==> config.mk <==
export PLATFORM = sky130hd
export DESIGN_NAME = fyp_rx_stats_flat
export DESIGN_NICKNAME = d
export VERILOG_FILES = /design/src/rtl/fyp_eth_pkg.sv /design/src/rtl/fyp_rx_stats_if.sv /design/src/rtl/fyp_sat_counter.sv /design/src/rtl/fyp_rx_stats.sv /design/src/flat_wrapper.sv
export SDC_FILE = /design/constraint.sdc
export NUM_CORES = 1
export LEC_CHECK = 0
export ABC_AREA = 1
export BUFFER_PORTS_ARGS = -buffer_cell sky130_fd_sc_hd__buf_4
export CORE_ASPECT_RATIO = 0.9
export CORE_MARGIN = 4
export CORE_UTILIZATION = 35
export DETAILED_ROUTE_END_ITERATION = 16
export GPL_TIMING_DRIVEN = 0
export HOLD_SLACK_MARGIN = 0.03
export SYNTH_ARGS = -nofsm -noshare
export SYNTH_HDL_FRONTEND = slang
export SYNTH_SLANG_ARGS = --single-unit
==> constraint.sdc <==
create_clock -name clk -period 6.4 [get_ports clk]
set_input_delay 0.32 -clock clk [delete_from_list [all_inputs] [get_ports clk]]
set_output_delay 0.32 -clock clk [all_outputs]
set_load 0.005 [all_outputs]
==> src/rtl/fyp_eth_pkg.sv <==
// Shared types and constants for the Ethernet receive statistics block:
// FSM state, frame classification, MAC error-flag bit positions and
// default frame-length limits.
package fyp_eth_pkg;

  // Frame delineation FSM states.
  typedef enum logic [0:0] {
    ST_IDLE     = 1'b0,
    ST_IN_FRAME = 1'b1
  } rx_state_e;

  // Outcome of a frame that has just closed; CLS_NONE means no frame closed.
  typedef enum logic [2:0] {
    CLS_NONE = 3'd0,
    CLS_ERR  = 3'd1,
    CLS_RUNT = 3'd2,
    CLS_LONG = 3'd3,
    CLS_GOOD = 3'd4
  } rx_class_e;

  // TSE MAC rx_err flag positions (any set bit marks the frame errored).
  localparam int RX_ERR_W            = 6;
  localparam int RX_ERR_PHY_BIT      = 0;
  localparam int RX_ERR_OVERSIZE_BIT = 1;
  localparam int RX_ERR_LENGTH_BIT   = 2;
  localparam int RX_ERR_NONALIGN_BIT = 3;
  localparam int RX_ERR_CRC_BIT      = 4;
  localparam int RX_ERR_COLLIDE_BIT  = 5;

  // Default delivered-length limits (CRC already stripped by the MAC).
  localparam int DEF_MIN_BYTES = 60;
  localparam int DEF_MAX_BYTES = 1514;

  // Word index (0-based) of the generator sequence number inside a frame.
  localparam int SEQ_WORD_IDX = 4;

  // Beat counter saturates at all-ones; length needs two extra bits (x4).
  localparam int BEAT_CNT_W = 12;
  localparam int LEN_W      = BEAT_CNT_W + 2;

  // First-match classification of a closed frame.
  function automatic rx_class_e classify_frame(
    input logic [RX_ERR_W-1:0] err,
    input logic [LEN_W-1:0]    len,
    input logic                beat_sat,
    input int                  min_bytes,
    input int                  max_bytes
  );
    if (|err)                                 return CLS_ERR;
    else if (int'(len) < min_bytes)           return CLS_RUNT;
    else if (beat_sat || int'(len) > max_bytes) return CLS_LONG;
    else                                      return CLS_GOOD;
  endfunction

endpackage

==> src/rtl/fyp_rx_stats_if.sv <==
// Avalon-ST receive bus from the TSE MAC. The MAC side is the master,
// the statistics sink is the slave.
interface fyp_rx_stats_if;
  logic [31:0] rx_data;
  logic        rx_valid;
  logic        rx_sop;
  logic        rx_eop;
  logic [1:0]  rx_empty;
  logic [5:0]  rx_err;
  logic        rx_rdy;

  modport master (
    output rx_data, rx_valid, rx_sop, rx_eop, rx_empty, rx_err,
    input  rx_rdy
  );

  modport slave (
    input  rx_data, rx_valid, rx_sop, rx_eop, rx_empty, rx_err,
    output rx_rdy
  );
endinterface

==> src/rtl/fyp_sat_counter.sv <==
// Saturating up-counter with synchronous clear. Clear has priority over
// increment; the count sticks at all-ones instead of wrapping.
module fyp_sat_counter #(
  parameter int WIDTH = 32,
  parameter int INC_W = 1
) (
  input  logic             clk,
  input  logic             resetn,
  input  logic             inc,
  input  logic [INC_W-1:0] inc_val,
  input  logic             clr,
  output logic [WIDTH-1:0] cnt
);

  logic [WIDTH-1:0] cnt_q, cnt_d;
  logic [WIDTH:0]   sum;

  // Next count: clear, else saturating add of inc_val.
  always_comb begin
    // NOTE: every always_comb output gets a default first so no path can
    // leave it unassigned and infer a latch.
    cnt_d = cnt_q;
    sum   = {1'b0, cnt_q} + {{(WIDTH + 1 - INC_W){1'b0}}, inc_val};
    if (clr) begin
      cnt_d = '0;
    end else if (inc) begin
      cnt_d = sum[WIDTH] ? '1 : sum[WIDTH-1:0];
    end
  end

  // Count register with synchronous active-low reset.
  always_ff @(posedge clk) begin
    // NOTE: sequential state uses non-blocking assignment so all flops
    // sample the same pre-edge values.
    if (!resetn) cnt_q <= '0;
    else         cnt_q <= cnt_d;
  end

  assign cnt = cnt_q;

endmodule

==> src/rtl/fyp_rx_stats.sv <==
// Receive statistics sink for the TSE MAC Avalon-ST interface. Always
// ready; delineates frames with SOP/EOP, classifies each closed frame and
// keeps saturating counters plus a coherent snapshot bank and an activity
// strobe. Optional build macro FYP_RX_SEQ_CHECK_EN adds a generator
// sequence-number checker; without it snap_seq_err reads 0.
module fyp_rx_stats
  import fyp_eth_pkg::*;
#(
  parameter int CNT_W      = 32,
  parameter int BYTE_CNT_W = 48,
  parameter int MIN_BYTES  = DEF_MIN_BYTES,
  parameter int MAX_BYTES  = DEF_MAX_BYTES,
  parameter int ACT_HOLD   = 6250000
) (
  input  logic                  clk,
  input  logic                  resetn,
  fyp_rx_stats_if.slave         rx,
  input  logic                  stats_clear,
  input  logic                  stats_snap,
  output logic [CNT_W-1:0]      snap_frames_good,
  output logic [CNT_W-1:0]      snap_frames_err,
  output logic [CNT_W-1:0]      snap_frames_runt,
  output logic [CNT_W-1:0]      snap_frames_long,
  output logic [CNT_W-1:0]      snap_seq_err,
  output logic [BYTE_CNT_W-1:0] snap_bytes_good,
  output logic                  activity
);

  localparam int ACT_W = $clog2(ACT_HOLD + 1);

  // No back-pressure: ready whenever out of reset.
  assign rx.rx_rdy = resetn;

  // --------------------------------------------------------------------
  // Frame delineation
  // --------------------------------------------------------------------
  rx_state_e               state_q, state_d;
  logic [BEAT_CNT_W-1:0]   beat_cnt_q, beat_cnt_d;
  logic [BEAT_CNT_W-1:0]   beats_now;
  logic [LEN_W-1:0]        frame_len;
  logic                    accept;
  logic                    in_frame_beat;
  logic                    abort_frame;
  logic                    orphan_eop;
  logic                    frame_end;
  rx_class_e               frame_cls;

  // Beat bookkeeping, frame close detection and classification.
  always_comb begin
    accept        = rx.rx_valid & resetn;
    in_frame_beat = accept & ((state_q == ST_IN_FRAME) | rx.rx_sop);
    abort_frame   = accept & (state_q == ST_IN_FRAME) & rx.rx_sop;
    orphan_eop    = accept & (state_q == ST_IDLE) & ~rx.rx_sop & rx.rx_eop;
    frame_end     = in_frame_beat & rx.rx_eop;

    // Beats in the current frame including this one; SOP restarts at 1.
    if ((state_q == ST_IN_FRAME) && !rx.rx_sop) begin
      beats_now = (beat_cnt_q == '1) ? '1 : beat_cnt_q + 1'b1;
    end else begin
      beats_now = BEAT_CNT_W'(1);
    end

    frame_len = {beats_now, 2'b00} - {{(LEN_W - 2){1'b0}}, rx.rx_empty};
    frame_cls = frame_end ? classify_frame(rx.rx_err, frame_len, beats_now == '1,
                                           MIN_BYTES, MAX_BYTES)
                          : CLS_NONE;

    state_d    = state_q;
    beat_cnt_d = beat_cnt_q;
    if (in_frame_beat) begin
      beat_cnt_d = beats_now;
      state_d    = rx.rx_eop ? ST_IDLE : ST_IN_FRAME;
    end
  end

  // FSM state and beat counter; reset drops any partial frame.
  always_ff @(posedge clk) begin
    if (!resetn) begin
      state_q    <= ST_IDLE;
      beat_cnt_q <= '0;
    end else begin
      state_q    <= state_d;
      beat_cnt_q <= beat_cnt_d;
    end
  end

  // --------------------------------------------------------------------
  // Live counters
  // --------------------------------------------------------------------
  logic [CNT_W-1:0]      frames_good, frames_err, frames_runt, frames_long, seq_err;
  logic [BYTE_CNT_W-1:0] bytes_good;
  logic [1:0]            err_inc_val;
  logic                  is_good;

  // An aborting SOP beat can also close an errored single-beat frame.
  assign err_inc_val = {1'b0, abort_frame} + {1'b0, orphan_eop}
                     + {1'b0, frame_cls == CLS_ERR};
  assign is_good     = (frame_cls == CLS_GOOD);

  fyp_sat_counter #(.WIDTH(CNT_W), .INC_W(1)) u_cnt_good (
    .clk(clk), .resetn(resetn), .inc(is_good), .inc_val(1'b1),
    .clr(stats_clear), .cnt(frames_good)
  );

  fyp_sat_counter #(.WIDTH(CNT_W), .INC_W(2)) u_cnt_err (
    .clk(clk), .resetn(resetn), .inc(|err_inc_val), .inc_val(err_inc_val),
    .clr(stats_clear), .cnt(frames_err)
  );

  fyp_sat_counter #(.WIDTH(CNT_W), .INC_W(1)) u_cnt_runt (
    .clk(clk), .resetn(resetn), .inc(frame_cls == CLS_RUNT), .inc_val(1'b1),
    .clr(stats_clear), .cnt(frames_runt)
  );

  fyp_sat_counter #(.WIDTH(CNT_W), .INC_W(1)) u_cnt_long (
    .clk(clk), .resetn(resetn), .inc(frame_cls == CLS_LONG), .inc_val(1'b1),
    .clr(stats_clear), .cnt(frames_long)
  );

  fyp_sat_counter #(.WIDTH(BYTE_CNT_W), .INC_W(LEN_W)) u_cnt_bytes (
    .clk(clk), .resetn(resetn), .inc(is_good), .inc_val(frame_len),
    .clr(stats_clear), .cnt(bytes_good)
  );

  // --------------------------------------------------------------------
  // Sequence-number checker
  // --------------------------------------------------------------------
`ifdef FYP_RX_SEQ_CHECK_EN
  logic [31:0] seq_word_q, seq_word_d;
  logic [31:0] trk_val_q, trk_val_d;
  logic        trk_vld_q, trk_vld_d;
  logic [31:0] seq_rx;
  logic        seq_hit;
  logic        seq_bad;

  // Capture the sequence word and compare it against the tracker.
  always_comb begin
    seq_word_d = seq_word_q;
    if (in_frame_beat && (int'(beats_now) == SEQ_WORD_IDX + 1)) begin
      seq_word_d = rx.rx_data;
    end

    // The sequence word may arrive on the EOP beat itself.
    seq_rx  = (int'(beats_now) == SEQ_WORD_IDX + 1) ? rx.rx_data : seq_word_q;
    seq_hit = is_good && (int'(beats_now) > SEQ_WORD_IDX);
    seq_bad = seq_hit && trk_vld_q && (seq_rx != trk_val_q + 32'd1);

    trk_val_d = trk_val_q;
    trk_vld_d = trk_vld_q;
    if (stats_clear) begin
      trk_val_d = '0;
      trk_vld_d = 1'b0;
    end else if (seq_hit) begin
      trk_val_d = seq_rx;
      trk_vld_d = 1'b1;
    end
  end

  // Tracker registers.
  always_ff @(posedge clk) begin
    if (!resetn) begin
      seq_word_q <= '0;
      trk_val_q  <= '0;
      trk_vld_q  <= 1'b0;
    end else begin
      seq_word_q <= seq_word_d;
      trk_val_q  <= trk_val_d;
      trk_vld_q  <= trk_vld_d;
    end
  end

  fyp_sat_counter #(.WIDTH(CNT_W), .INC_W(1)) u_cnt_seq (
    .clk(clk), .resetn(resetn), .inc(seq_bad), .inc_val(1'b1),
    .clr(stats_clear), .cnt(seq_err)
  );
`else
  assign seq_err = '0;
`endif

  // --------------------------------------------------------------------
  // Snapshot bank
  // --------------------------------------------------------------------
  logic [CNT_W-1:0]      snap_good_q, snap_good_d;
  logic [CNT_W-1:0]      snap_err_q, snap_err_d;
  logic [CNT_W-1:0]      snap_runt_q, snap_runt_d;
  logic [CNT_W-1:0]      snap_long_q, snap_long_d;
  logic [CNT_W-1:0]      snap_seq_q, snap_seq_d;
  logic [BYTE_CNT_W-1:0] snap_bytes_q, snap_bytes_d;

  // Copy pre-edge live values so same-cycle updates are not included.
  always_comb begin
    snap_good_d  = snap_good_q;
    snap_err_d   = snap_err_q;
    snap_runt_d  = snap_runt_q;
    snap_long_d  = snap_long_q;
    snap_seq_d   = snap_seq_q;
    snap_bytes_d = snap_bytes_q;
    if (stats_snap) begin
      snap_good_d  = frames_good;
      snap_err_d   = frames_err;
      snap_runt_d  = frames_runt;
      snap_long_d  = frames_long;
      snap_seq_d   = seq_err;
      snap_bytes_d = bytes_good;
    end
  end

  // Snapshot registers.
  always_ff @(posedge clk) begin
    if (!resetn) begin
      snap_good_q  <= '0;
      snap_err_q   <= '0;
      snap_runt_q  <= '0;
      snap_long_q  <= '0;
      snap_seq_q   <= '0;
      snap_bytes_q <= '0;
    end else begin
      snap_good_q  <= snap_good_d;
      snap_err_q   <= snap_err_d;
      snap_runt_q  <= snap_runt_d;
      snap_long_q  <= snap_long_d;
      snap_seq_q   <= snap_seq_d;
      snap_bytes_q <= snap_bytes_d;
    end
  end

  assign snap_frames_good = snap_good_q;
  assign snap_frames_err  = snap_err_q;
  assign snap_frames_runt = snap_runt_q;
  assign snap_frames_long = snap_long_q;
  assign snap_seq_err     = snap_seq_q;
  assign snap_bytes_good  = snap_bytes_q;

  // --------------------------------------------------------------------
  // Activity strobe
  // --------------------------------------------------------------------
  logic [ACT_W-1:0] act_cnt_q, act_cnt_d;

  // Retriggerable hold counter, reloaded by every good frame.
  always_comb begin
    act_cnt_d = act_cnt_q;
    if (is_good)             act_cnt_d = ACT_W'(ACT_HOLD);
    else if (act_cnt_q != 0) act_cnt_d = act_cnt_q - 1'b1;
  end

  // Hold counter register.
  always_ff @(posedge clk) begin
    if (!resetn) act_cnt_q <= '0;
    else         act_cnt_q <= act_cnt_d;
  end

  assign activity = (act_cnt_q != '0);

endmodule

==> src/flat_wrapper.sv <==
// flat-port wrapper written by rule: the top's interface ports become plain ports
module fyp_rx_stats_flat import fyp_eth_pkg::*;
#(
  parameter int CNT_W      = 32,
  parameter int BYTE_CNT_W = 48,
  parameter int MIN_BYTES  = DEF_MIN_BYTES,
  parameter int MAX_BYTES  = DEF_MAX_BYTES,
  parameter int ACT_HOLD   = 6250000
)
  (clk, resetn, stats_clear, stats_snap, snap_frames_good, snap_frames_err, snap_frames_runt, snap_frames_long, snap_seq_err, snap_bytes_good, activity, rx_rx_data, rx_rx_valid, rx_rx_sop, rx_rx_eop, rx_rx_empty, rx_rx_err, rx_rx_rdy);
  fyp_rx_stats_if rx_i ();
  input  logic clk;
  input  logic resetn;
  input  logic stats_clear;
  input  logic stats_snap;
  output logic [CNT_W-1:0] snap_frames_good;
  output logic [CNT_W-1:0] snap_frames_err;
  output logic [CNT_W-1:0] snap_frames_runt;
  output logic [CNT_W-1:0] snap_frames_long;
  output logic [CNT_W-1:0] snap_seq_err;
  output logic [BYTE_CNT_W-1:0] snap_bytes_good;
  output logic activity;
  input wire logic [$bits(rx_i.rx_data)-1:0] rx_rx_data;
  input wire logic [$bits(rx_i.rx_valid)-1:0] rx_rx_valid;
  input wire logic [$bits(rx_i.rx_sop)-1:0] rx_rx_sop;
  input wire logic [$bits(rx_i.rx_eop)-1:0] rx_rx_eop;
  input wire logic [$bits(rx_i.rx_empty)-1:0] rx_rx_empty;
  input wire logic [$bits(rx_i.rx_err)-1:0] rx_rx_err;
  output wire logic [$bits(rx_i.rx_rdy)-1:0] rx_rx_rdy;
  assign rx_i.rx_data = rx_rx_data;
  assign rx_i.rx_valid = rx_rx_valid;
  assign rx_i.rx_sop = rx_rx_sop;
  assign rx_i.rx_eop = rx_rx_eop;
  assign rx_i.rx_empty = rx_rx_empty;
  assign rx_i.rx_err = rx_rx_err;
  assign rx_rx_rdy = rx_i.rx_rdy;
  fyp_rx_stats #(.CNT_W(CNT_W), .BYTE_CNT_W(BYTE_CNT_W), .MIN_BYTES(MIN_BYTES), .MAX_BYTES(MAX_BYTES), .ACT_HOLD(ACT_HOLD)) u_core (.clk(clk), .resetn(resetn), .rx(rx_i), .stats_clear(stats_clear), .stats_snap(stats_snap), .snap_frames_good(snap_frames_good), .snap_frames_err(snap_frames_err), .snap_frames_runt(snap_frames_runt), .snap_frames_long(snap_frames_long), .snap_seq_err(snap_seq_err), .snap_bytes_good(snap_bytes_good), .activity(activity));
endmodule
After elaboration in Yosys (flattened, before gate mapping)
Cells that the tools add are included. W data, S select, Z words.

Add/subtract/negate cells: 10. Order comparisons: 2. Equality and inequality tests: 6. Mux-type cells: 14. Bitwise operators: 12. Reductions and logical operators: 9.

Operators with widths (number): $mux W32 (4); $add A32 B1 Y33 const B (3); $add A48 B14 Y49 (1); $mux W48 (1); $mux W23 (2); $add A32 B2 Y33 (1); $eq A12 B12 Y1 const B (2); $mux W12 (2); $reduce_bool A23 Y1 (1); $sub A23 B1 Y23 const B (1); $gt A14 B11 Y1 const B (1); $lt A14 B6 Y1 const B (1); $sub A14 B2 Y14 (1); $add A12 B1 Y12 const B (1); $mux W3 (4); $and A1 B1 Y1 (8); $eq A3 B2 Y1 const B (2); $reduce_or A2 Y1 (3); $reduce_or A6 Y1 (1); $eq A3 B1 Y1 const B (1); $eq A3 B3 Y1 const B (1); $not A1 Y1 (3); $add A1 B1 Y2 (1); $add A2 B1 Y2 (1); 6 further kinds (6).

Flip-flop bits (word level): 388. Word-level logic and storage cells: 67.

Depth between registers and ports, before layout
Depth in word-level cells: 14. Depth in mapped cells: 27. Gate-level depth less buffers: 27.

Cells and area by module
From an unflattened synthesis, not the netlist that was laid out.

Cells, all modules: 3005. Area total of the unflattened synthesis: 20729.9 um^2.

Modules (own cells, without submodules): fyp_rx_stats (instances 1, cells each 1213, area each 8968.6 um^2, seq. area each 4244.1 um^2); fyp_sat_counter at u_core.u_cnt_good ... (instances 3, cells each 279, area each 1926.8 um^2, seq. area each 640.6 um^2); fyp_sat_counter at u_core.u_cnt_bytes (instances 1, cells each 652, area each 3902.5 um^2, seq. area each 960.9 um^2); fyp_sat_counter at u_core.u_cnt_err (instances 1, cells each 303, area each 2078.2 um^2, seq. area each 640.6 um^2).

Worst setup path before layout
OpenSTA, ideal clock, no wires.

Path kind: reg-to-reg. Start: reg u_core.beat_cnt_q[0]. End: reg u_core.u_cnt_bytes.cnt_q[26] (netlist: u_core.u_cnt_bytes.cnt[26]). Arrival: 3.652 ns. Required time: 6.330 ns. Setup slack: 2.678 ns. Cell stages (with the launch flop): 26. Buffers on the path: 2. Clock period less this slack: 3.722 ns. Cell sequence: dfxtp_1 -> ha_1 -> nand2_2 -> nor2_4 -> nand3_4 -> buf_6 -> nand3_4 -> inv_2 -> nor2_1 -> nand2_1 -> nor2_1 -> nand2_1 -> nand2_1 -> nand2_2 -> ha_1 -> nand2_1 -> nor2_1 -> inv_1 -> nor3_1 -> a21oi_1 -> nor2_1 -> nand4_1 -> clkbuf_1 -> nand3_1 -> nand4_1 -> a21oi_1.

Cells in the longest elaborated chain, start to end: 11. Elaborated cells on any way between the ends: 16. Classes of those cells: add/sub: 3; order compare: 2; eq/ne: 3; mux: 7; reduce/logical: 1.

Ends and longest elaborated chain: start: declaration (line fyp_rx_stats.sv:38) `logic [BEAT_CNT_W-1:0] beat_cnt_q, beat_cnt_d;`; start signal: assignment (line fyp_rx_stats.sv:83) `beat_cnt_q <= beat_cnt_d;`; $add A12 B1 Y12 / $eq A12 B12 Y1 (equally long branches) (line fyp_rx_stats.sv:58) `beats_now = (beat_cnt_q == '1) ? '1 : beat_cnt_q + 1'b1;`; $mux W12 * (line fyp_rx_stats.sv:58); $mux W12 * (line fyp_rx_stats.sv:57) `if ((state_q == ST_IN_FRAME) && !rx.rx_sop) begin`; $sub A14 B2 Y14 (line fyp_rx_stats.sv:63) `frame_len = {beats_now, 2'b00} - {{(LEN_W - 2){1'b0}}, rx.rx_empty};`; $gt A14 B11 Y1 (line fyp_eth_pkg.sv:51) `else if (beat_sat || int'(len) > max_bytes) return CLS_LONG;`; $logic_or A1 B1 Y1 (line fyp_eth_pkg.sv:51); $mux W3 (line fyp_eth_pkg.sv:51); $mux W3 (line fyp_eth_pkg.sv:50) `else if (int'(len) < min_bytes) return CLS_RUNT;`; $mux W3 (line fyp_eth_pkg.sv:49) `if (|err) return CLS_ERR;`; $mux W3 (line fyp_rx_stats.sv:64) `frame_cls = frame_end ? classify_frame(rx.rx_err, frame_len, beats_now == '1,`; $eq A3 B3 Y1 (line fyp_rx_stats.sv:98) `assign is_good = (frame_cls == CLS_GOOD);`; end signal: assignment (line fyp_sat_counter.sv:36) `else cnt_q <= cnt_d;`; end: declaration (line fyp_sat_counter.sv:15) `logic [WIDTH-1:0] cnt_q, cnt_d;`.

Mark *: on every way between the ends. The rest lies on a longest branch, timed or not. A chain may end at the register's enable or synchronous reset.

Final worst setup path
Start: reg u_core.beat_cnt_q[0]. End: reg u_core.u_cnt_bytes.cnt_q[16] (netlist: u_core.u_cnt_bytes.cnt[16]).

The elaborated chain is that of the path after synthesis.

==> metrics.cfg <==
[power]
ir_drop_uv = 183
power.density_nw_per_um2 = 242
power.leakage_nw = 9.73
total_power_w = 0.00594

[drt]
wl_met3_mm = 5.07
wl_met1_mm = 33.9
wl_met2_mm = 31.3
vias_per_cell = 5.15
wl_mm = 72.6
drc = 0
highest_layer = met5
dr_total_vias = 21115
avgRoutedWirePerCell_um = 17.7
ant_nets = 0
first_pass_iters = 5
drt_iter0_drc = 1655

[global_route]
gr-total-overflow = 0
grt_first_pass_wirelength_mm = 112
first_global_vias = 19610
grt_max_degree = 14
grt.total_usage_pct = 22.2
antenna_found_initial = 1

[setup_path]
cp.required_ns = 6.84
cp.arrival_ns = 6.32
cp-end-kind = flip-flop
startpoint = u_core.beat_cnt_q[0]
cp_max_fo = 10
rrSetupSlack_ns = 0.52
rr_startpoint = u_core.beat_cnt_q[0]
worstSetupStartpointType = flip-flop
path_class = flip-flop to flip-flop

[clock_tree]
h-tree-depth = 2
clkLatencyLatePin_ns = 0.59
postCtsHoldBufs = 0
numCtsBuffers = 45
cts.reportedPaths.clkPinSlew_ns = 0.06
clockBufferDepth = 3
cts_resized = 0
cts_tree = built
root_buffer = clkbuf_16
cts_sinks = 388
post-cts-setup-buffer-count = 0

[place]
gp_congestion = 0.951
dp_cells = 4015
io_buffers = 191
dp_hpwl_mm = 55.7
placed_cell_area_um2 = 23100

[floorplanning]
dieArea_um2 = 62700
start_util_pct = 35.3
fp.dieH_um = 238
ios = 257
design.core.area_um2 = 58300
num_rows = 84
die_w_um = 264

[logic_synthesis]
synth_top_area_cell = dfxtp_1
ys.warnings.count = 0
yosysMostFrequentCell = nand2_1
synthDistinctLibCells = 49
synth_edf_count = 0
synth.avg_cell_area_um2 = 6.82
synth_area_leaders = dfxtp_1 38%, nand2_1 10%, a21oi_1 7.1%
yosys.area_share.xor_xnor_pct = 3.70
synth.mux.area_fraction_pct = 0
seq_area_frac_synth_pct = 37.8
synth_flop_cell = dfxtp_1
synthTopCellsByCount = 564 x nand2_1, 388 x dfxtp_1, 385 x nor2_1, 294 x inv_1, 291 x a21oi_1
synth-adder-area-share_pct = 1.63
yosys.area.top_type_share_pct = 37.8
synth_top_family_by_area = simple AND/OR/NAND/NOR gates
ys_seq_elements = 388
async_reset_ff_share_pct = 0
netlist_area_um2 = 20600
synthCells = 3019
synth-simple-area-share_pct = 29.9
synth_compound_area_share_pct = 17.0

[sta]
fin_setup_tns_ns = 0
fmax_ghz = 0.170
drv_slew = 0
setup_viol = 0
hold_ws_ns = 0.136
fin_crit_sh_pct = 91.8
relSlewSlack_pct = 12.8
hold_viol = 0
rsz0062_at_grt = false
finClkSkew_ns = 0.0158
worstMarginPinSlew_ns = 1.30
finalCriticalPeriod_ns = 5.88

[finish]
final_area_um2 = 24600
layout-drive-gt1-share_pct = 11.7
area_growth_syn_to_layout_pct = 19.6
final_cells = 4097
nNetsFinal = 3360

[worst_hold_path]
hold_class = input pin to flip-flop
min-delay-start = rx_rx_empty[0]

[run_status]
status = completed

[job]
maxCapViolations = 0

## power breakdown
part	switching, W	internal [W]	total [W]
combinational	0.000415	0.000277	0.000692
clock	0.00111	0.00154	0.00265
sequential	0.0000756	0.00252	0.00260
total	0.00160	0.00434	0.00594
## metrics by stage
| step | worst slack, ns | util [%] |
|---|---|---|
| floorplan | 2.68 | - |
| global placement | 0.658 | 39.6 |
| detailed placement | 0.647 | 39.6 |
| CTS | 0.629 | 42.2 |
| global route | 0.133 | 42.2 |
| finish | 0.524 | 42.2 |
## cell families after synthesis
group,after synthesis
adders and majority gates,25
DFF,388
buffers and inverters,483
other,1
and+or+nand+nor,1392
xor gates and xnor gates,87
AOI/OAI and AO/OA,643
## routing by layer
metal	global-route usage, %	vias to the layer above
li1	-	10577
met1	31.3	9762
met2	34.3	655
met3	4.27	119
met4	7.14	2
met5	0	-
## critical path, stage by stage (launching register included)
cell	delay (ns)
dfxtp_1	0.40
ha_1	0.30
nand2_2	0.11
nor2_4	0.17
nand3_4	0.16
buf_6	0.20
nand3_4	0.08
inv_2	0.03
nor2_1	0.07
nand2_1	0.09
nor2_1	0.15
nand2_1	0.07
nand2_1	0.07
nand2_2	0.11
ha_1	0.37
a21oi_1	0.28
inv_1	0.07
a21oi_1	0.25
o21ai_0	0.21
a21oi_1	0.68
nor2_1	0.29
nand4_1	0.49
clkbuf_1	0.63
nand3_1	0.23
nand4_1	0.16
a21oi_1	0.08
## final timing paths
check	endpoint	cells past startpoint
worst max-delay path	u_core.u_cnt_bytes.cnt[16]	25
worst min-delay path	u_core.u_cnt_bytes.cnt[0]	4
worst max register to register	u_core.u_cnt_bytes.cnt[16]	25
worst min register to register	u_core.u_cnt_err.cnt[28]	2
## layout make-up
type	count	area (um^2)
Antenna cell	1	2.50
Buffer	179	926
Clock buffer	61	1330
Clock inverter	20	189
Fill cell	6199	33700
Inverter	304	1140
Multi-Input combinational cell	2179	10900
Sequential cell	388	7770
Tap cell	774	968
Timing Repair Buffer	191	1430
## state kept, by name, indices dropped and copies added (netlist names)
name / cells
u_core.u_cnt_bytes.cnt: 48
u_core.u_cnt_good.cnt: 32
u_core.snap_frames_runt: 32
u_core.act_cnt_q: 23
u_core.snap_frames_err: 32
u_core.beat_cnt_q: 12
u_core.snap_bytes_good: 48
u_core.u_cnt_err.cnt: 32
u_core.snap_frames_long: 32
u_core.u_cnt_long.cnt: 32
u_core.state_q: 1
u_core.u_cnt_runt.cnt: 32
u_core.snap_frames_good: 32
## layout by cell type, fill, tap and decap left out, types with 29 or more instances in the layout
cell type	netlist	routed
a21oi_1	291	291
buf_4	39	230
clkbuf_1	111	114
clkbuf_16	0	46
conb_1	1	32
dfxtp_1	388	388
inv_1	294	294
nand2_1	564	564
nand3_1	154	154
nand4_1	106	106
nor2_1	385	385
nor3_1	86	86
nor4_1	39	39
o2111ai_1	29	29
o21ai_0	256	256
xor2_1	71	71
Note: power is estimated with default switching activity, not from simulation.
